`src/rtl/nor_logic_sequencer.sv`:
```
// nor_logic_sequencer
// Computes NOR/OR/NOT/AND/XNOR/XOR on 32-bit operands by running one or
// more passes through a shared external NOR array. It drives the array
// operands from registers and captures the array output on the next edge.
// Illegal opcodes take one dead cycle with zero operands so that their
// latency matches the single-pass ops. They then report err with a zero result.
module nor_logic_sequencer (
  input  logic        clk,
  input  logic        rst_n,
  input  logic        i_in_valid,
  output logic        o_in_ready,
  input  logic [2:0]  i_op,
  input  logic [31:0] i_inA,
  input  logic [31:0] i_inB,
  output logic [31:0] o_norA,
  output logic [31:0] o_norB,
  input  logic [31:0] i_norC,
  output logic        o_out_valid,
  input  logic        i_out_ready,
  output logic [31:0] o_outC,
  output logic        o_err,
  output logic        o_busy
);

  localparam logic [2:0] OP_NOR  = 3'd0;
  localparam logic [2:0] OP_OR   = 3'd1;
  localparam logic [2:0] OP_NOT  = 3'd2;
  localparam logic [2:0] OP_AND  = 3'd3;
  localparam logic [2:0] OP_XNOR = 3'd4;
  localparam logic [2:0] OP_XOR  = 3'd5;

  typedef enum logic [1:0] {
    S_IDLE = 2'd0,
    S_PASS = 2'd1,
    S_DONE = 2'd2
  } state_t;

  state_t      r_state;
  logic [31:0] r_opA;
  logic [31:0] r_opB;
  logic [2:0]  r_op;
  logic [2:0]  r_pass;
  logic [31:0] r_t1;
  logic [31:0] r_t2;
  logic [31:0] r_outC;
  logic        r_err;
  logic [31:0] r_norA;
  logic [31:0] r_norB;

  state_t      w_state;
  logic [31:0] w_opA;
  logic [31:0] w_opB;
  logic [2:0]  w_op;
  logic [2:0]  w_pass;
  logic [31:0] w_t1;
  logic [31:0] w_t2;
  logic [31:0] w_outC;
  logic        w_err;
  logic [31:0] w_norA;
  logic [31:0] w_norB;
  logic        w_finish;
  logic        w_finErr;

  // State and datapath registers; reset abandons any operation in flight
  always_ff @(posedge clk or negedge rst_n) begin
    if (!rst_n) begin
      r_state <= S_IDLE;
      r_opA   <= '0;
      r_opB   <= '0;
      r_op    <= '0;
      r_pass  <= '0;
      r_t1    <= '0;
      r_t2    <= '0;
      r_outC  <= '0;
      r_err   <= 1'b0;
      r_norA  <= '0;
      r_norB  <= '0;
    end else begin
      r_state <= w_state;
      r_opA   <= w_opA;
      r_opB   <= w_opB;
      r_op    <= w_op;
      r_pass  <= w_pass;
      r_t1    <= w_t1;
      r_t2    <= w_t2;
      r_outC  <= w_outC;
      r_err   <= w_err;
      r_norA  <= w_norA;
      r_norB  <= w_norB;
    end
  end

  // Next state plus the pass schedule. Each pass captures the NOR output
  // and loads the operands for the following pass in the same edge.
  // The freshly captured value feeds the next operands directly from i_norC.
  always_comb begin
    w_state  = r_state;
    w_opA    = r_opA;
    w_opB    = r_opB;
    w_op     = r_op;
    w_pass   = r_pass;
    w_t1     = r_t1;
    w_t2     = r_t2;
    w_outC   = r_outC;
    w_err    = r_err;
    w_norA   = r_norA;
    w_norB   = r_norB;
    w_finish = 1'b0;
    w_finErr = 1'b0;

    case (r_state)
      S_IDLE: begin
        if (i_in_valid) begin
          w_opA   = i_inA;
          w_opB   = i_inB;
          w_op    = i_op;
          w_pass  = 3'd1;
          w_state = S_PASS;
          case (i_op)
            OP_NOT, OP_AND: begin
              w_norA = i_inA;
              w_norB = i_inA;
            end
            OP_NOR, OP_OR, OP_XNOR, OP_XOR: begin
              w_norA = i_inA;
              w_norB = i_inB;
            end
            default: begin
              w_norA = '0;
              w_norB = '0;
            end
          endcase
        end
      end

      S_PASS: begin
        w_pass = r_pass + 3'd1;
        case (r_op)
          OP_NOR, OP_NOT: w_finish = 1'b1;
          OP_OR: begin
            if (r_pass == 3'd1) begin
              w_t1   = i_norC;
              w_norA = i_norC;
              w_norB = i_norC;
            end else begin
              w_finish = 1'b1;
            end
          end
          OP_AND: begin
            case (r_pass)
              3'd1: begin
                w_t1   = i_norC;
                w_norA = r_opB;
                w_norB = r_opB;
              end
              3'd2: begin
                w_t2   = i_norC;
                w_norA = r_t1;
                w_norB = i_norC;
              end
              default: w_finish = 1'b1;
            endcase
          end
          OP_XNOR, OP_XOR: begin
            case (r_pass)
              3'd1: begin
                w_t1   = i_norC;
                w_norA = r_opA;
                w_norB = i_norC;
              end
              3'd2: begin
                w_t2   = i_norC;
                w_norA = r_opB;
                w_norB = r_t1;
              end
              3'd3: begin
                w_t1   = i_norC;
                w_norA = r_t2;
                w_norB = i_norC;
              end
              3'd4: begin
                if (r_op == OP_XOR) begin
                  w_t1   = i_norC;
                  w_norA = i_norC;
                  w_norB = i_norC;
                end else begin
                  w_finish = 1'b1;
                end
              end
              default: w_finish = 1'b1;
            endcase
          end
          default: begin
            w_finish = 1'b1;
            w_finErr = 1'b1;
          end
        endcase

        if (w_finish) begin
          w_outC  = w_finErr ? 32'd0 : i_norC;
          w_err   = w_finErr;
          w_norA  = '0;
          w_norB  = '0;
          w_pass  = '0;
          w_state = S_DONE;
        end
      end

      S_DONE: begin
        if (i_out_ready) begin
          w_state = S_IDLE;
        end
      end

      default: w_state = S_IDLE;
    endcase
  end

  assign o_in_ready  = (r_state == S_IDLE);
  assign o_out_valid = (r_state == S_DONE);
  assign o_busy      = (r_state == S_PASS) || (r_state == S_DONE);
  assign o_norA      = r_norA;
  assign o_norB      = r_norB;
  assign o_outC      = r_outC;
  assign o_err       = r_err;

endmodule

```
`config.mk`:
```
export PLATFORM = sky130hd
export DESIGN_NAME = nor_logic_sequencer
export DESIGN_NICKNAME = d
export VERILOG_FILES = /design/src/rtl/nor_logic_sequencer.sv
export SDC_FILE = /design/constraint.sdc
export NUM_CORES = 1
export LEC_CHECK = 0
export BUFFER_PORTS_ARGS = -buffer_cell sky130_fd_sc_hd__buf_2
export CAP_MARGIN = 20
export CORE_ASPECT_RATIO = 0.75
export CORE_MARGIN = 2
export CORE_UTILIZATION = 40
export CTS_CLUSTER_DIAMETER = 150
export DETAILED_ROUTE_END_ITERATION = 7
export HOLD_SLACK_MARGIN = 0.03
export PLACE_DENSITY = 0.67
export SYNTH_ARGS = -nofsm -noshare
export SYNTH_HDL_FRONTEND = slang
export SYNTH_SLANG_ARGS = --single-unit
```
`constraint.sdc`:
```
create_clock -name clk -period 2.34 [get_ports clk]
set_input_delay 0.234 -clock clk [delete_from_list [all_inputs] [get_ports clk]]
set_output_delay 0.234 -clock clk [all_outputs]
set_load 0.01 [all_outputs]
```
==> results of run 1 <==
[synthesized netlist by cell type, types with 2 or more instances]
library cell                 n
sky130_fd_sc_hd__a21oi_1   101
sky130_fd_sc_hd__a221oi_1   31
sky130_fd_sc_hd__a22oi_1    64
sky130_fd_sc_hd__a31o_1      7
sky130_fd_sc_hd__a31o_2     25
sky130_fd_sc_hd__a31oi_1     2
sky130_fd_sc_hd__buf_1       4
sky130_fd_sc_hd__buf_2      21
sky130_fd_sc_hd__buf_4      11
sky130_fd_sc_hd__buf_6       9
sky130_fd_sc_hd__clkbuf_1   82
sky130_fd_sc_hd__dfrtp_1   233
sky130_fd_sc_hd__ha_1        8
sky130_fd_sc_hd__inv_1      38
sky130_fd_sc_hd__mux2_1     33
sky130_fd_sc_hd__mux2_2     68
sky130_fd_sc_hd__mux2i_1    31
sky130_fd_sc_hd__nand2_1   136
sky130_fd_sc_hd__nand2b_1    5
sky130_fd_sc_hd__nand3_1    32
sky130_fd_sc_hd__nor2_1     36
sky130_fd_sc_hd__nor2b_1     5
sky130_fd_sc_hd__nor3_2      3
sky130_fd_sc_hd__o21ai_0   144
sky130_fd_sc_hd__o21ai_1    48
sky130_fd_sc_hd__o221ai_1   64
sky130_fd_sc_hd__o31ai_1    33
[layout by cell type, fill, tap and decap left out, drive strengths merged, types with 2 or more instances in the layout]
cell type and n:
buf 269, dfrtp 233, o21ai 193, nand2 136, mux2 102, a21oi 101, dlygate4sd3 80, a22oi 64
o221ai 64, clkbuf 40, inv 39, nor2 36, o31ai 33, nand3 32, mux2i 32, a31o 32
a221oi 31, ha 8, clkinv 5, nand2b 5, nor2b 5, nor3 4, a31oi 2, nor3b 2
[worst max-delay path: cells and delay by family, from the launching register on]
kind / cells / cell delay [ps]
flip-flops: 1 / 400
adder cells (fa/ha/maj): 1 / 200
AO/OA/AOI/OAI: 2 / 320
multiplexers: 1 / 340
AND/OR/NAND/NOR: 1 / 270
buffers and inverters: 4 / 630
[flip-flops by register name, summed over array words and instances (netlist names)]
signal	count
o_err	1
o_norA	32
o_norB	32
o_outC	32
r_op	3
r_opA	32
r_opB	32
r_pass	3
r_state	2
r_t1	32
r_t2	32
[worst min-delay path by stage]
| stage | end | slack (ps) | depth (start not counted) | startpoint |
|---|---|---|---|---|
| floorplan | o_err$_DFFE_PN0P_ | -60 | 0 | rst_n |
| global placement | o_outC[21]$_DFFE_PN0P_ | 270 | 1 | rst_n |
| detailed placement | o_outC[21]$_DFFE_PN0P_ | 270 | 1 | rst_n |
| CTS | o_outC[10]$_DFFE_PN0P_ | 30 | 3 | i_norC[10] |
| global route | r_opB[21]$_DFFE_PN0P_ | 40 | 3 | i_inB[21] |
| finish | o_outC[30]$_DFFE_PN0P_ | 40 | 3 | i_norC[30] |
[cells by family after synthesis]
group | synth area share
AO/OA/AOI/OAI | 0.270
flip-flops | 0.464
AND/OR/NAND/NOR | 0.0796
buffers and inverters | 0.0604
multiplexers | 0.118
adder cells (fa/ha/maj) | 0.00797
[cell type report]
type | instances | area share
clock inverter | 6 | 0.00366
tap | 406 | 0.0316
antenna | 1 | 0.000156
clock buffer | 38 | 0.0463
multi-input combinational | 897 | 0.379
sequential | 233 | 0.363
inverter | 39 | 0.00910
timing repair buffer | 351 | 0.167
[where the power goes]
| group | internal, mW | switching (mW) |
|---|---|---|
| clock | 2.29 | 1.69 |
| sequential | 5.82 | 1.27 |
| combinational | 4.66 | 6.73 |
[layer usage]
layer,vias to the layer above,wire [µm],global-route usage
li1,5336,-,-
met1,5990,20300,0.391
met2,791,20500,0.422
met3,146,4750,0.0597
met4,2,1550,0.0915
met5,-,11,0
[what timing repair did]
| item | 4_1_cts | 5_1_grt |
|---|---|---|
| gates resized for setup | 1 | 8 |
| cloned | 0 | 3 |
| buffers inserted | 0 | 4 |
| endpoints found under the hold margin | 176 | 0 |
| setup endpoints to repair | 13 | 91 |
| hold buffers | 80 | 0 |
| pin swaps | 0 | 3 |
==> impl_metrics.yaml, run 1 <==
yosys:
  synth_area_per_cell_um2: 9.69
  ys_seq_elements: 233
  post_synthesis_instance_total: 1296
  synth_edf_count: 0
  cell_accounting_for_the_most_synthesized_area: "sky130_fd_sc_hd__dfrtp_1"
  synth.yosys.warnings: 0
  mappedNetlistArea_mm2: 0.0126
  synthArstFlopShare: 1.00
  dominantRegCellSynth: "sky130_fd_sc_hd__dfrtp_1"
  synth_cell_type_count: 49
  mappedNetlistNets: 1407
  synth_sequential_area_ratio: 0.464
  synth_top_area_share: 0.464
  largest_cells_by_area_after_synthesis: "sky130_fd_sc_hd__dfrtp_1, sky130_fd_sc_hd__mux2_2, sky130_fd_sc_hd__o21ai_0"
sta:
  final-setup-viol-count: 0
  finalSetupTns_ps: 0
  worst_hold_slack_ps: 38.4
  final_min_period_over_clock_period: 0.974
  max_slew.worst_pin.slew_ps: 617
  timing.final.max_slew_violations: 0
  worst_slew_margin_rel: 0.588
  timing.clock.skew_ps: 11.4
  finalHoldViolations: 0
  clock.fmax_ghz: 0.439
  finalWorstPathRequiredPeriod_ps: 2280
  final_worst_path_setup_slack_ps: 61.4
routing:
  drt-wirelength-per-cell_um: 23.9
  drt_iter0_markers: 1472
  antenna_left: 0
  postRouteWirelength_um: 47200
  via_per_inst: 6.22
  route.detailed.drc: 0
  drt-pass1-iter-count: 7
  num_vias: 12300
setup_path:
  cp-end-kind: "flop"
  worstReg2RegStart: "r_pass[0]$_DFFE_PN0P_"
  worstRegToRegCells: 9
  timing.critical_path.required_ps: 2750
  critical_path_class: "flop to flop"
  rrSetupSlack_ps: 60
  cp_slowest_stage_delay_ps: 400
  crit_path_top_delay_cell: "sky130_fd_sc_hd__dfrtp_2"
  cp-startpoint: "r_pass[0]$_DFFE_PN0P_"
  timing.critical_path.arrival_ps: 2690
  critical_path_peak_fanout: 6
  critical_path.cell_chain: "inv_1 > ha_4 > a21boi_2 > o211ai_1 > buf_4 > nor3_4 > buf_12 > buf_6 > mux2_2"
  reg2reg_to: "r_t1[15]$_DFFE_PN0P_"
  setup.worst_path.start_class: "flop"
  critical_path.endpoint: "r_t1[15]$_DFFE_PN0P_"
final_layout:
  nets: 1658
  post_route_cells_drive_above_1_share: 0.274
  syn2layout_area_growth_pct: 28.1
  sequential_cell_area_mm2: 0.00583
  final_design_area_no_fill_mm2: 0.0161
  finish.cell_count_without_fillers: 1971
  final.fill_count: 2839
  postLayoutCoreUtil: 0.517
  multiInputGateArea_mm2: 0.00610
run:
  drv_cap: 0
clock_network:
  clk_root_buffer_cell: "sky130_fd_sc_hd__clkbuf_16"
  later_pin_clock_latency_in_the_skew_report_ps: 530
  cts_buffers: 25
  clock_tree.buffer_depth: 3
  cts_tree: "done"
  cts.sink_count: 233
  cts_max_level: 1
  clkSlewWorstSetupHoldPaths_ps: 70
die:
  floorplan.initialDensity: 0.404
  core.rowCount: 56
  io-pin-count: 203
  die_h_um: 157
  fp.coreArea_mm2: 0.0311
  die_width_um: 209
  die_area_mm2: 0.0328
pwr:
  vdd.ir_drop.worst_uv: 932
  power.total_mw: 22.5
  leakagePower_nw: 7.15
  cellPowerDensity_mw_per_mm2: 1400
grt:
  global_route.usage.total: 0.277
  maximum_number_of_pins_on_one_net_before_global_route_repair: 75
  grt_remaining_overflow: 0
  grt_antenna_before_repair: 2
  first_pass_grt_wire_length_um: 70800
  first_global_vias: 11800
place:
  place.port_buffers: 202
  place_congestion: 0.839
  dp_slack_ps: -18.3
  dpl_cell_area_mm2: 0.0143
  detailed_place_hpwl_um: 29300
  numPlacedInstances: 1839
status:
  status: "finished clean"
min_path:
  type_of_the_most_critical_hold_path: "primary input to flop"
No activity file was read; power rests on OpenSTA's default activity.
==> inputs of run 2 (changes only) <==
--- a/config.mk
+++ b/config.mk
@@ -5,6 +5,7 @@
 export SDC_FILE = /design/constraint.sdc
 export NUM_CORES = 1
 export LEC_CHECK = 0
+export ABC_AREA = 1
 export BUFFER_PORTS_ARGS = -buffer_cell sky130_fd_sc_hd__buf_2
 export CAP_MARGIN = 20
 export CORE_ASPECT_RATIO = 0.75
==> impl_metrics.yaml, run 2 <==
setup_path:
  critical_path.cell_chain: "inv_1 > ha_4 > nand3_1 > nor2_1 > nor2_4 > nand3_2 > nand2_2 > a21oi_4 > buf_4 > nand2_1 > nand2_1"
  critPathBufInv: 2
  critical_path_class: "flop to flop"
  critical_path_peak_fanout: 19
  worstReg2RegStart: "r_pass[0]$_DFFE_PN0P_"
  cp-end-kind: "flop"
  setup.worst_path.start_class: "flop"
  worstRegToRegCells: 11
  cpMostUsedCell: "sky130_fd_sc_hd__nand2_1"
  cp_slowest_stage_delay_ps: 410
  cpLargestDelayFamily: "simple AND/OR/NAND/NOR gates"
  timing.critical_path.arrival_ps: 2640
  rrSetupSlack_ps: 180
  crit_path_top_delay_cell: "sky130_fd_sc_hd__dfrtp_1"
  timing.critical_path.required_ps: 2820
  cp-startpoint: "r_pass[0]$_DFFE_PN0P_"
  reg2reg_to: "o_outC[17]$_DFFE_PN0P_"
sta:
  final_worst_path_setup_slack_ps: 177
  clock.fmax_ghz: 0.462
  finalHoldViolations: 0
  worst_hold_slack_ps: 46.7
  final_min_period_over_clock_period: 0.924
  finalSetupTns_ps: 0
  timing.clock.skew_ps: 28.4
  worst_slew_margin_rel: 0.575
  unrepaired_setup_endpoints_after_global_routing: "no"
  timing.final.max_slew_violations: 0
  finalWorstPathRequiredPeriod_ps: 2160
  final-setup-viol-count: 0
  max_slew.worst_pin.slew_ps: 637
grt:
  grt_remaining_overflow: 0
  global_route.usage.total: 0.272
  first_global_vias: 13400
  maximum_number_of_pins_on_one_net_before_global_route_repair: 135
  grt_antenna_before_repair: 1
  first_pass_grt_wire_length_um: 75500
clock_network:
  cts_buffers: 27
  clkSlewWorstSetupHoldPaths_ps: 60
  cts_tree: "done"
  clk_root_buffer_cell: "sky130_fd_sc_hd__clkbuf_16"
  clock_tree.buffer_depth: 3
  cts.sink_count: 233
  post-cts-setup-buffer-count: 0
  cts_max_level: 1
  later_pin_clock_latency_in_the_skew_report_ps: 560
yosys:
  synthMostInstantiatedCell: "sky130_fd_sc_hd__nand2_1"
  largest_cells_by_area_after_synthesis: "sky130_fd_sc_hd__dfrtp_1, sky130_fd_sc_hd__nand2_1, sky130_fd_sc_hd__inv_1"
  dominantRegCellSynth: "sky130_fd_sc_hd__dfrtp_1"
  ys_seq_elements: 233
  cell_accounting_for_the_most_synthesized_area: "sky130_fd_sc_hd__dfrtp_1"
  synth.yosys.warnings: 0
  synthArstFlopShare: 1.00
  synth_top_area_share: 0.433
  synth_top_cells_by_count: "sky130_fd_sc_hd__nand2_1, sky130_fd_sc_hd__inv_1, sky130_fd_sc_hd__dfrtp_1"
  synth_sequential_area_ratio: 0.433
  synth_edf_count: 0
  post_synthesis_instance_total: 1956
  synth_cell_type_count: 29
  mappedNetlistArea_mm2: 0.0135
  mappedNetlistNets: 2067
  synth_area_per_cell_um2: 6.88
pwr:
  power.total_mw: 22.9
  leakagePower_nw: 8.77
  vdd.ir_drop.worst_uv: 725
  cellPowerDensity_mw_per_mm2: 1360
final_layout:
  most_frequent_cells_in_the_layout: "sky130_fd_sc_hd__nand2_1, sky130_fd_sc_hd__inv_1, sky130_fd_sc_hd__dfrtp_1, sky130_fd_sc_hd__buf_2, sky130_fd_sc_hd__nor2_1"
  antenna_cells_inserted: 0
  nets: 2316
  finish.cell_count_without_fillers: 2672
  post_route_cells_drive_above_1_share: 0.148
  multiInputGateArea_mm2: 0.00622
  sequential_cell_area_mm2: 0.00583
  final.fill_count: 3176
  syn2layout_area_growth_pct: 25.2
  layout.cells.most_common: "sky130_fd_sc_hd__nand2_1"
  final_design_area_no_fill_mm2: 0.0169
  postLayoutCoreUtil: 0.506
die:
  core.rowCount: 58
  die_area_mm2: 0.0352
  floorplan.initialDensity: 0.404
  die_width_um: 216
  io-pin-count: 203
  die_h_um: 163
  fp.coreArea_mm2: 0.0333
place:
  place_congestion: 0.859
  dpl_cell_area_mm2: 0.0151
  detailed_place_hpwl_um: 31600
  numPlacedInstances: 2536
  place.port_buffers: 202
  dp_slack_ps: 147
min_path:
  whs_endpoint: "o_outC[3]$_DFFE_PN0P_"
  cells_on_worst_hold_path: 3
  holdCritStartpoint: "i_norC[3]"
  type_of_the_most_critical_hold_path: "primary input to flop"
routing:
  route.detailed.drc: 0
  drt-pass1-iter-count: 5
  antenna_left: 0
  num_vias: 14200
  drt_iter0_markers: 1603
  postRouteWirelength_um: 48400
  via_per_inst: 5.30
  drt-wirelength-per-cell_um: 18.1
status:
  status: "finished clean"
run:
  drv_cap: 0
==> run 2: cell count changes after synthesis, sizes merged, moves of 64 or more <==
cell    delta
mux2     -102
o221ai    -64
nand2    +493
o211ai    +96
nor2     +136
inv      +206
nand3    +102
==> run 2: final cells by class <==
cell class                      count  area share
Multi-Input combinational cell   1344       0.369
Sequential cell                   233       0.346
Timing Repair Buffer              353       0.147
Inverter                          246      0.0548
Clock buffer                       38      0.0461
Tap cell                          450      0.0334
Clock inverter                      8     0.00431
==> run 2: cell families after synthesis <==
| group | count (synthesis) | share of synthesized area |
|---|---|---|
| buf+inv | 379 | 0.113 |
| compound gates | 368 | 0.160 |
| fa+ha+maj | 8 | 0.00743 |
| flops | 233 | 0.433 |
| simple gates | 968 | 0.287 |
==> run 2: worst min-delay path, stage by stage <==
cell and delay (ps):
sky130_fd_sc_hd__buf_2 160, sky130_fd_sc_hd__nand2_1 90, sky130_fd_sc_hd__nand2_1 50
==> run 2: power breakdown <==
| group | switching (mW) | leakage, nW | internal, mW |
|---|---|---|---|
| clock | 1.75 | 0.424 | 2.40 |
| sequential | 1.41 | 2.72 | 6.05 |
| combinational | 7.37 | 5.63 | 3.93 |
==> run 2: how the worst max path moves through the flow <==
| stage | end | depth (start not counted) | slack, ps |
|---|---|---|---|
| CTS | r_state[0]$_DFFE_PN0P_ | 10 | 160 |
| floorplan | o_outC[10]$_DFFE_PN0P_ | 16 | 190 |
| finish | o_outC[17]$_DFFE_PN0P_ | 11 | 180 |
| global placement | r_state[0]$_DFFE_PN0P_ | 11 | 260 |
| global route | o_outC[17]$_DFFE_PN0P_ | 12 | 40 |
| detailed placement | r_state[0]$_DFFE_PN0P_ | 10 | 150 |
==> run 2: layer usage <==
layer / part of all wire / global-route usage / vias up / wire length, µm
met5: 0.00021 / 0 / - / 10
met4: 0.021 / 0.0693 / 2 / 1030
met3: 0.088 / 0.0493 / 80 / 4280
met2: 0.41 / 0.398 / 642 / 20000
met1: 0.48 / 0.411 / 6703 / 23100
li1: - / - / 6739 / -
==> run 2: repair_timing <==
item	4_1_cts	5_1_grt
resized for setup	0	3
hold endpoints to repair	192	0
setup endpoints to repair	0	16
hold buffers	90	0
==> inputs of run 3 (changes only) <==
--- a/config.mk
+++ b/config.mk
@@ -8,13 +8,16 @@
 export ABC_AREA = 1
 export BUFFER_PORTS_ARGS = -buffer_cell sky130_fd_sc_hd__buf_2
 export CAP_MARGIN = 20
+export CELL_PAD_IN_SITES_DETAIL_PLACEMENT = 1
+export CELL_PAD_IN_SITES_GLOBAL_PLACEMENT = 1
 export CORE_ASPECT_RATIO = 0.75
 export CORE_MARGIN = 2
-export CORE_UTILIZATION = 40
+export CORE_UTILIZATION = 37
 export CTS_CLUSTER_DIAMETER = 150
 export DETAILED_ROUTE_END_ITERATION = 7
+export GPL_TIMING_DRIVEN = 0
 export HOLD_SLACK_MARGIN = 0.03
-export PLACE_DENSITY = 0.67
+export PLACE_DENSITY = 0.82
 export SYNTH_ARGS = -nofsm -noshare
 export SYNTH_HDL_FRONTEND = slang
 export SYNTH_SLANG_ARGS = --single-unit
==> impl_metrics.yaml, run 3 (same netlist as run 2, synthesis figures left out) <==
die:
  floorplan.initialDensity: 0.375
  core.rowCount: 60
  die_area_mm2: 0.0380
  die_h_um: 169
  die_width_um: 224
  io-pin-count: 203
  fp.coreArea_mm2: 0.0359
pwr:
  cellPowerDensity_mw_per_mm2: 1440
  p_seq_frac: 0.300
  netSwitchingFraction: 0.489
  leakagePower_nw: 9.04
  vdd.ir_drop.worst_uv: 555
  comb_power_share: 0.526
  clkPwrFrac: 0.174
  cellInternalPower_mw: 12.9
  netSwitchingPower_mw: 12.4
  power.total_mw: 25.3
place:
  dpl_cell_area_mm2: 0.0151
  numPlacedInstances: 2625
  detailed_place_hpwl_um: 43300
  place_congestion: 0.897
  dp_slack_ps: -717
  place.port_buffers: 202
sta:
  timing.final.max_slew_violations: 0
  worst_slew_margin_rel: 0.402
  clock.fmax_ghz: 0.422
  finalHoldViolations: 0
  final_min_period_over_clock_period: 1.01
  finalWorstPathRequiredPeriod_ps: 2370
  final-setup-viol-count: 1
  final_worst_path_setup_slack_ps: -29.8
  timing.clock.skew_ps: 17.0
  worst_hold_slack_ps: 47.2
  max_slew.worst_pin.slew_ps: 898
  finalSetupTns_ps: -29.8
clock_network:
  cts_max_level: 1
  cts.sink_count: 233
  later_pin_clock_latency_in_the_skew_report_ps: 570
  clock_tree.buffer_depth: 3
  clk_root_buffer_cell: "sky130_fd_sc_hd__clkbuf_16"
  cts_tree: "done"
  clkSlewWorstSetupHoldPaths_ps: 70
  cts_buffers: 27
grt:
  grt_remaining_overflow: 0
  first_pass_grt_wire_length_um: 94100
  global_route.usage.total: 0.325
  first_global_vias: 15700
  grt_antenna_before_repair: 0
  maximum_number_of_pins_on_one_net_before_global_route_repair: 90
setup_path:
  cpMostUsedCell: "sky130_fd_sc_hd__nand2_1"
  timing.critical_path.arrival_ps: 2850
  critical_path.cell_chain: "nand2_1 > nor2_2 > buf_2 > o211ai_1 > nand2_1 > inv_1 > nand2_1 > nand2_1 > a21oi_1"
  cp_slowest_stage_delay_ps: 580
  crit_path_top_delay_cell: "sky130_fd_sc_hd__dfrtp_1"
  cpLargestDelayFamily: "simple AND/OR/NAND/NOR gates"
  cp-end-kind: "flop"
  critical_path_class: "flop to flop"
  setup.worst_path.start_class: "flop"
  timing.critical_path.required_ps: 2820
  critPathBufInv: 2
  critical_path_peak_fanout: 10
routing:
  via_per_inst: 5.52
  postRouteWirelength_um: 62600
  num_vias: 15400
  drt-pass1-iter-count: 5
  drt-wirelength-per-cell_um: 22.5
  antenna_left: 0
  drt_iter0_markers: 1632
  route.detailed.drc: 0
final_layout:
  most_frequent_cells_in_the_layout: "sky130_fd_sc_hd__nand2_1, sky130_fd_sc_hd__inv_1, sky130_fd_sc_hd__dfrtp_1, sky130_fd_sc_hd__buf_2, sky130_fd_sc_hd__o21ai_0"
  final.fill_count: 4641
  sequential_cell_area_mm2: 0.00583
  nets: 2412
  multiInputGateArea_mm2: 0.00633
  layout.cells.most_common: "sky130_fd_sc_hd__nand2_1"
  syn2layout_area_growth_pct: 30.1
  final_design_area_no_fill_mm2: 0.0175
  antenna_cells_inserted: 0
  postLayoutCoreUtil: 0.488
  post_route_cells_drive_above_1_share: 0.178
  finish.cell_count_without_fillers: 2786
status:
  status: "finished, violations left"
  violations_in_the_final_reports: "negative setup slack"
run:
  drv_cap: 0
min_path:
  type_of_the_most_critical_hold_path: "primary input to flop"
[run 3: cell types whose count changed in the layout (fill, tap and decap cells not counted), moves of 5 or more]
cell / delta
sky130_fd_sc_hd__a21oi_1: -14
sky130_fd_sc_hd__a21oi_2: +14
sky130_fd_sc_hd__buf_12: -5
sky130_fd_sc_hd__buf_2: +28
sky130_fd_sc_hd__buf_4: -35
sky130_fd_sc_hd__buf_6: +12
sky130_fd_sc_hd__clkbuf_1: +45
sky130_fd_sc_hd__clkbuf_2: +28
sky130_fd_sc_hd__clkbuf_4: +6
sky130_fd_sc_hd__dlygate4sd3_1: +7
sky130_fd_sc_hd__nand2_1: -5
sky130_fd_sc_hd__nand2_2: +5
sky130_fd_sc_hd__nor2_1: -22
sky130_fd_sc_hd__nor2_2: +20
[run 3: path summary, 6_finish.rpt]
check,start,end,slack [ps],cells past startpoint
setup / recovery,r_op[1]$_DFFE_PN0P_,o_norA[29]$_DFFE_PN0P_,-30,9
hold / removal,i_op[2],r_op[2]$_DFFE_PN0P_,50,3
setup reg to reg,r_op[1]$_DFFE_PN0P_,o_norA[29]$_DFFE_PN0P_,-30,9
hold reg to reg,o_outC[1]$_DFFE_PN0P_,o_outC[1]$_DFFE_PN0P_,480,2
max in group asynchronous,rst_n,r_state[1]$_DFFE_PN0P_,1280,3
min in group asynchronous,rst_n,o_outC[13]$_DFFE_PN0P_,180,2
[run 3: per-layer routing]
metal,share of wire,track usage
met2,0.43,0.495
met1,0.44,0.469
met4,0.029,0.0959
met3,0.092,0.0620
met5,0,0
[run 3: power by group through the flow]
stage	clock, mW	combinational, mW	sequential (mW)
2_1_floorplan	0	6.98	7.46
3_3_place_gp	0	11.3	7.43
3_5_place_dp	0	11.8	7.50
4_1_cts	4.40	12.4	7.49
5_1_grt	4.56	14.5	7.77
6_report	4.39	13.3	7.60
[run 3: area by class of cell]
type | instances | area share
buffer | 132 | 0.0421
clock buffer | 35 | 0.0431
clock inverter | 14 | 0.00786
inverter | 246 | 0.0528
multi-input combinational | 1344 | 0.361
sequential | 233 | 0.333
tap | 465 | 0.0332
timing repair buffer | 317 | 0.127
[run 3: worst register-to-register path, delay by kind of cell, from the launching register on]
family	cells	cell delay, ps
DFF	1	580
buffers and inverters	2	420
AOI/OAI and AO/OA	2	340
and+or+nand+nor	5	940
[run 3: repair_timing]
item / 4_1_cts / 5_1_grt
gates cloned: 1 / 0
hold endpoints to repair: 194 / 0
gates resized for setup: 52 / 98
endpoints found under the setup margin: 206 / 196
buffers inserted: 6 / 9
hold buffers: 97 / 0
pin swaps: 1 / 6
